==> config.mk <==
export PLATFORM = sky130hd
export DESIGN_NAME = icache_axi_rd_bridge
export DESIGN_NICKNAME = d
export VERILOG_FILES = /design/src/rtl/icache_axi_rd_bridge.sv
export SDC_FILE = /design/constraint.sdc
export NUM_CORES = 1
export LEC_CHECK = 0
export ABC_AREA = 1
export BUFFER_PORTS_ARGS = -buffer_cell sky130_fd_sc_hd__buf_2
export CORE_MARGIN = 2
export CORE_UTILIZATION = 52
export CTS_BUF_LIST = sky130_fd_sc_hd__clkbuf_2 sky130_fd_sc_hd__clkbuf_4 sky130_fd_sc_hd__clkbuf_8
export DETAILED_ROUTE_END_ITERATION = 16
export PLACE_DENSITY = 0.95
export SETUP_SLACK_MARGIN = 0.15
export SLEW_MARGIN = 20
export SYNTH_ARGS = -nofsm -noshare
export SYNTH_HDL_FRONTEND = slang
export SYNTH_SLANG_ARGS = --single-unit
==> constraint.sdc <==
create_clock -name clk -period 8.75 [get_ports clk]
set_input_delay 1.75 -clock clk [delete_from_list [all_inputs] [get_ports clk]]
set_output_delay 1.75 -clock clk [all_outputs]
set_load 0.02 [all_outputs]
==> src/rtl/icache_axi_rd_bridge.sv <==
// Icache refill read bridge: turns one cache read request into a single AXI4 INCR burst
// and returns the R beats through a one-entry output register with backpressure.
module icache_axi_rd_bridge #(
  parameter logic [3:0] AXI_ID = 4'd0
) (
  input  logic        clk,
  input  logic        rst,
  input  logic        r_req,
  input  logic [31:0] r_addr,
  input  logic [7:0]  r_length,
  output logic        r_rdy,
  input  logic        r_data_ready,
  output logic        ret_valid,
  output logic        ret_last,
  output logic [31:0] r_data,
  output logic        ret_err,
  output logic [3:0]  arid,
  output logic [31:0] araddr,
  output logic [7:0]  arlen,
  output logic [2:0]  arsize,
  output logic [1:0]  arburst,
  output logic        arvalid,
  input  logic        arready,
  input  logic [3:0]  rid,
  input  logic [31:0] rdata,
  input  logic [1:0]  rresp,
  input  logic        rlast,
  input  logic        rvalid,
  output logic        rready
);

  typedef enum logic [1:0] {S_IDLE, S_AR, S_R} state_t;

  state_t      state_q, state_d;
  logic [31:0] araddr_q, araddr_d;
  logic [7:0]  arlen_q, arlen_d;
  logic [7:0]  cnt_q, cnt_d;
  logic        buf_full_q, buf_full_d;
  logic [31:0] data_q, data_d;
  logic        last_q, last_d;
  logic        err_q, err_d;

  logic accept, beat, pop, int_last;

  always_ff @(posedge clk or posedge rst) begin
    if (rst) begin
      state_q    <= S_IDLE;
      araddr_q   <= '0;
      arlen_q    <= '0;
      cnt_q      <= '0;
      buf_full_q <= 1'b0;
      data_q     <= '0;
      last_q     <= 1'b0;
      err_q      <= 1'b0;
    end else begin
      state_q    <= state_d;
      araddr_q   <= araddr_d;
      arlen_q    <= arlen_d;
      cnt_q      <= cnt_d;
      buf_full_q <= buf_full_d;
      data_q     <= data_d;
      last_q     <= last_d;
      err_q      <= err_d;
    end
  end

  // Counter is compared before it increments, so arlen = 255 still ends on beat 255.
  assign int_last = (cnt_q == arlen_q);
  assign accept   = r_req & r_rdy;
  assign beat     = rvalid & rready;
  assign pop      = buf_full_q & r_data_ready;

  always_comb begin
    state_d = state_q;
    unique case (state_q)
      S_IDLE:  if (accept) state_d = S_AR;
      S_AR:    if (arready) state_d = S_R;
      S_R:     if (pop && last_q) state_d = S_IDLE;
      default: state_d = S_IDLE;
    endcase
  end

  always_comb begin
    araddr_d   = araddr_q;
    arlen_d    = arlen_q;
    cnt_d      = cnt_q;
    buf_full_d = buf_full_q;
    data_d     = data_q;
    last_d     = last_q;
    err_d      = err_q;
    if (accept) begin
      araddr_d = r_addr;
      arlen_d  = r_length;
      cnt_d    = '0;
      err_d    = 1'b0;
    end
    // A beat arriving alongside a pop takes the buffer, so load wins over clear.
    if (beat) begin
      data_d     = rdata;
      last_d     = int_last;
      cnt_d      = cnt_q + 8'd1;
      buf_full_d = 1'b1;
      if ((rlast != int_last) || (rresp != 2'b00)) err_d = 1'b1;
    end else if (pop) begin
      buf_full_d = 1'b0;
    end
  end

  always_comb begin
    r_rdy     = (state_q == S_IDLE) & ~rst;
    arvalid   = (state_q == S_AR);
    rready    = (state_q == S_R) & (~buf_full_q | r_data_ready);
    ret_valid = buf_full_q;
    ret_last  = buf_full_q & last_q;
    r_data    = data_q;
    ret_err   = err_q;
    arid      = AXI_ID;
    araddr    = araddr_q;
    arlen     = arlen_q;
    arsize    = 3'b010;
    arburst   = 2'b01;
  end

endmodule

==> results.py, run 1 <==
metrics = {
    "worst_setup_path": {
        "crit_arrival_ps": 2250,
        "crit_required_ps": 7000,
        "setup.worst_path.class": "in2out",
        "critPathMaxFanout": 2,
        "cp-start-kind": "input port",
        "critPathCaptureType": "output pin",
    },
    "finish": {
        "finalNetCount": 594,
        "areaGrowthSynthToFinish_pct": 26.8,
        "drive_gt1_share_pct": 43.1,
        "fill_cells": 530,
        "num_antenna_cells": 0,
        "final_area_um2": 4710,
    },
    "sta": {
        "layout_min_cycle_time_ps": 4000,
        "rsz0062_at_grt": "no",
        "max_freq_mhz": 250,
        "slew_violations": 0,
        "finalHoldViolations": 0,
        "fin_skew_ps": 7.07,
        "tns_ps": 0,
        "worst_slew_pin_slew_ps": 812,
        "finalCritPeriodShare_pct": 45.7,
        "max_slew_margin_pct": 45.7,
        "hold_slack_ps": 478,
        "setup_viol": 0,
    },
    "cts": {
        "clk_path_buf_depth": 2,
        "cts_made_buffers": 9,
        "cts_tree": "done",
        "cts.sink_count": 85,
        "root_buffer": "clkbuf_8",
        "insertion_delay_ps": 340,
        "cts_max_level": 3,
        "cts_setup_buffers": 0,
        "cts-hold-fix-buffers": 0,
        "path_clk_slew_ps": 80,
        "cts_resized": 0,
    },
    "drt": {
        "drt_pass1_iterations": 5,
        "via_per_inst": 4.79,
        "finalWirelength_mm": 8.77,
        "final_antenna_net_count": 0,
        "drc": 0,
        "wire_per_inst_um": 14.4,
        "vias": 2917,
        "drt_iter0_markers": 60,
    },
    "global_route": {
        "track_usage_pct": 22.8,
        "grt_start_max_net_pins": 46,
        "grt_pass1_wl_mm": 13.4,
        "grt-ovfl-total": 0,
        "antenna_found_initial": 0,
        "grt_pass1_vias": 2919,
    },
    "synthesis": {
        "ys_seq_elements": 85,
        "syn_avg_cell_area_um2": 10.6,
        "synth.area.top_cells": "dfrtp_1 (57%), mux2_4 (14%), nand2_1 (14%)",
        "synthTopCellsByCount": "nand2_1 (136), dfrtp_1 (85), mux2_4 (34), inv_1 (18), nor2_1 (13)",
        "ys_warn_count": 0,
        "synth.most_common_cell": "nand2_1",
        "yosys.area.top_type_share_pct": 57.2,
        "synth_mux_area_share_pct": 14.0,
        "synth_flop_cell": "dfrtp_1",
        "yosys.area_share.simple_pct": 17.7,
        "yosysTopAreaCell": "dfrtp_1",
        "ys_seq_area_share_pct": 57.2,
        "synth_fa_ha_area_share_pct": 0.337,
        "synth-xor-area-share_pct": 0.707,
        "synth_top_family_by_area": "simple AND/OR/NAND/NOR gates",
        "synthCells": 352,
        "async_flop_share_pct": 100,
        "yosysUniqueCellTypes": 25,
        "syn_area_um2": 3720,
        "synth_compound_gate_area_share_pct": 2.79,
        "synth_edf_count": 0,
    },
    "place": {
        "port_buffers": 158,
        "gp_congestion": 0.765,
        "dp_hpwl_mm": 6.37,
        "dpl_cell_area_um2": 4490,
    },
    "floorplan": {
        "die_y_um": 88.5,
        "start_util_pct": 54.1,
        "die_area_um2": 7840,
        "core_area_um2": 6870,
        "ios": 172,
        "placementRows": 30,
        "die_w_um": 88.5,
    },
    "run_status": {
        "status": "completed",
    },
    "power_and_ir_drop": {
        "ir_drop_mv": 0.192,
        "powerDensity_nw_per_um2": 376,
        "p_total_mw": 1.77,
        "p_leak_nw": 2.70,
    },
    "job": {
        "drv_cap": 0,
    },
    "min_path": {
        "hold_path_class": "reg2reg",
    },
}
area by class of cell:
cell class / count / area, µm² / area share, %
clock inverters: 5 / 85.1 / 1.81
inverters: 21 / 80.1 / 1.70
clock buffers: 11 / 139 / 2.95
well taps: 96 / 120 / 2.55
flip-flops and latches: 85 / 2130 / 45.1
multi-input cells: 231 / 1360 / 28.8
repair buffers: 160 / 806 / 17.1
final timing paths:
kind	start	end	slack, ps	cells past startpoint
setup / recovery	r_data_ready	rready	4750	6
hold reg to reg	r_data[0]	r_data[0]	480	2
hold / removal	r_data[0]	r_data[0]	480	2
setup reg to reg	state_q[1]	cnt_q[2]	6420	8
max in group asynchronous	rst	r_data[28]	6230	3
min in group asynchronous	rst	cnt_q[7]	1530	2
state kept, by name, indices dropped and copies added (netlist names):
register	cells
r_data	32
ret_valid	1
last_q	1
state_q	2
arlen	8
ret_err	1
araddr	32
cnt_q	8
cells in the final DEF, fill, tap and decap left out, drive strengths merged, types with 2 or more instances in the layout:
cell type / count
buf: 160
nand2: 138
dfrtp: 85
mux2: 35
inv: 20
nor2: 16
clkbuf: 11
a21oi: 9
conb: 9
o21ai: 9
nand3: 7
xnor2: 3
clkinv: 3
bufinv: 2
power breakdown:
group | switching, mW | leakage [nW] | internal (mW)
Clock | 0.138 | 0.111 | 0.168
Sequential | 0.113 | 1.04 | 0.569
Combinational | 0.469 | 1.55 | 0.315
routing by layer:
| metal | routed length (µm) | GRT usage, % |
|---|---|---|
| met5 | 0 | 0 |
| met4 | 134 | 6.89 |
| met3 | 689 | 7.65 |
| met2 | 4690 | 40.9 |
| met1 | 3260 | 25.7 |
cell families (layout without fill, tap and decap cells):
logic type / count (synthesis) / count (layout)
AOI/OAI and AO/OA: 20 / 20
other: 2 / 9
buffers and inverters: 43 / 197
xor gates and xnor gates: 3 / 3
DFF: 85 / 85
muxes: 35 / 35
and+or+nand+nor: 163 / 163
adders and majority gates: 1 / 1
critical path: stages:
cell and delay [ps]:
buf_2 100, inv_1 50, nand2_1 60, nand2_1 80, inv_2 50, buf_2 150
stage by stage:
step | setup WS, ps | util [%] | std cells
after global routing | 4710 | 68.6 | 609
after global placement | 4760 | 65.4 | 593
after detailed placement | 4750 | 65.4 | 593
after CTS | 4750 | 68.6 | 609
after floorplan | 4810 | - | 359
final | 4750 | 68.6 | 609
Power figures use the tool's default switching activity.
==> inputs of run 2 (changes only) <==
--- a/config.mk
+++ b/config.mk
@@ -8,10 +8,10 @@
 export ABC_AREA = 1
 export BUFFER_PORTS_ARGS = -buffer_cell sky130_fd_sc_hd__buf_2
 export CORE_MARGIN = 2
-export CORE_UTILIZATION = 52
+export CORE_UTILIZATION = 44
 export CTS_BUF_LIST = sky130_fd_sc_hd__clkbuf_2 sky130_fd_sc_hd__clkbuf_4 sky130_fd_sc_hd__clkbuf_8
 export DETAILED_ROUTE_END_ITERATION = 16
-export PLACE_DENSITY = 0.95
+export PLACE_DENSITY = 0.91
 export SETUP_SLACK_MARGIN = 0.15
 export SLEW_MARGIN = 20
 export SYNTH_ARGS = -nofsm -noshare
==> constraint.sdc (replaced) <==
create_clock -name clk -period 3.5 [get_ports clk]
set_input_delay 0.7 -clock clk [delete_from_list [all_inputs] [get_ports clk]]
set_output_delay 0.7 -clock clk [all_outputs]
set_load 0.02 [all_outputs]
==> results.py, run 2 (synthesis results as in run 1) <==
metrics = {
    "run_status": {
        "status": "completed",
    },
    "finish": {
        "mostFrequentLayoutCells": "buf_2 (158), nand2_1 (136), dfrtp_1 (85)",
        "seqCellArea_um2": 2130,
        "finalNetCount": 596,
        "drive_gt1_share_pct": 43.2,
        "num_antenna_cells": 0,
        "multiInputGateArea_um2": 1360,
        "areaGrowthSynthToFinish_pct": 26.9,
        "layout_commonest_cell": "buf_2",
        "final_area_um2": 4720,
        "fill_cells": 725,
    },
    "global_route": {
        "grt-ovfl-total": 0,
        "grt_pass1_vias": 2859,
        "grt_start_max_net_pins": 52,
        "grt_pass1_wl_mm": 12.9,
        "track_usage_pct": 17.9,
        "antenna_found_initial": 0,
    },
    "worst_setup_path": {
        "critPathCaptureType": "output pin",
        "crit_arrival_ps": 1240,
        "critPathMaxFanout": 4,
        "cp-start-kind": "flip-flop",
        "crit_required_ps": 2800,
        "setup.worst_path.class": "reg2out",
    },
    "floorplan": {
        "die_w_um": 95.9,
        "core_area_um2": 8220,
        "ios": 172,
        "start_util_pct": 45.2,
        "die_y_um": 95.9,
        "die_area_um2": 9200,
        "placementRows": 33,
    },
    "place": {
        "port_buffers": 158,
        "dp_hpwl_mm": 5.91,
        "gp_congestion": 0.853,
        "dpl_cell_area_um2": 4530,
    },
    "drt": {
        "finalWirelength_mm": 8.05,
        "vias": 2855,
        "wl_met2_mm": 4.10,
        "final_antenna_net_count": 0,
        "drc": 0,
        "wire_per_inst_um": 13.0,
        "dr.max_layer_used": "met4",
        "wl_met1_mm": 3.35,
        "drt_pass1_iterations": 5,
        "wl_met3_um": 478,
        "drt_iter0_markers": 71,
        "via_per_inst": 4.61,
    },
    "cts": {
        "cts-hold-fix-buffers": 0,
        "root_buffer": "clkbuf_8",
        "cts_setup_buffers": 0,
        "path_clk_slew_ps": 80,
        "insertion_delay_ps": 330,
        "cts_tree": "done",
        "clk_path_buf_depth": 2,
        "cts.sink_count": 85,
        "cts_made_buffers": 9,
        "cts_resized": 0,
        "cts_max_level": 3,
    },
    "sta": {
        "rsz0062_at_grt": "no",
        "finalCritPeriodShare_pct": 55.3,
        "fin_skew_ps": 12.2,
        "worst_slew_pin_slew_ps": 830,
        "max_slew_margin_pct": 44.6,
        "layout_min_cycle_time_ps": 1940,
        "max_freq_mhz": 516,
        "slew_violations": 0,
        "tns_ps": 0,
        "setup_viol": 0,
        "finalHoldViolations": 0,
    },
    "power_and_ir_drop": {
        "p_leak_nw": 2.70,
        "ir_drop_mv": 0.433,
        "powerDensity_nw_per_um2": 912,
    },
    "job": {
        "drv_cap": 0,
    },
    "min_path": {
        "hold_path_class": "reg2reg",
    },
}
run 2: per-layer routing:
metal | vias up | GRT usage [%]
li1 | 1400 | -
met1 | 1333 | 21.7
met2 | 111 | 30.9
met3 | 11 | 4.23
met4 | 0 | 7.02
met5 | - | 0
run 2: area by class of cell:
type | count | area share (%)
clock buffers | 11 | 2.94
clock inverters | 4 | 1.06
inverters | 21 | 1.70
multi-input cells | 231 | 28.8
flip-flops and latches | 85 | 45.1
well taps | 105 | 2.79
repair buffers | 162 | 17.7
run 2: worst paths after layout:
| path | depth (start not counted) | end | slack (ps) | start |
|---|---|---|---|---|
| hold reg to reg | 2 | r_data[20] | 480 | r_data[20] |
| min in group asynchronous | 2 | arlen[3] | 520 | rst |
| hold / removal | 2 | r_data[20] | 480 | r_data[20] |
| setup reg to reg | 8 | cnt_q[4] | 1740 | state_q[1] |
| max in group asynchronous | 3 | r_data[16] | 2140 | rst |
| setup / recovery | 5 | rready | 1560 | state_q[1] |
run 2: critical path: stages, from the launching register on:
cell and delay, ps:
dfrtp_1 480, inv_2 50, nor2_2 90, nand2_1 70
inv_2 60, buf_2 160
run 2: per-stage QoR:
step | util, % | total power [mW] | hold WS (ps) | setup WS (ps) | cells
floorplan | - | 3.05 | 453 | 607 | 359
global placement | 55.1 | 3.59 | 459 | 1490 | 604
detailed placement | 55.1 | 3.67 | 463 | 1430 | 604
CTS | 57.4 | 4.36 | 486 | 1540 | 619
global route | 57.4 | 4.61 | 511 | 1450 | 619
finish | 57.4 | 4.30 | 479 | 1560 | 619
run 2: power breakdown:
group / total, mW / internal [mW] / leakage (nW) / switching (mW)
Sequential: 1.70 / 1.42 / 1.04 / 0.272
Combinational: 1.94 / 0.796 / 1.57 / 1.15
Clock: 0.667 / 0.341 / 0.0922 / 0.326
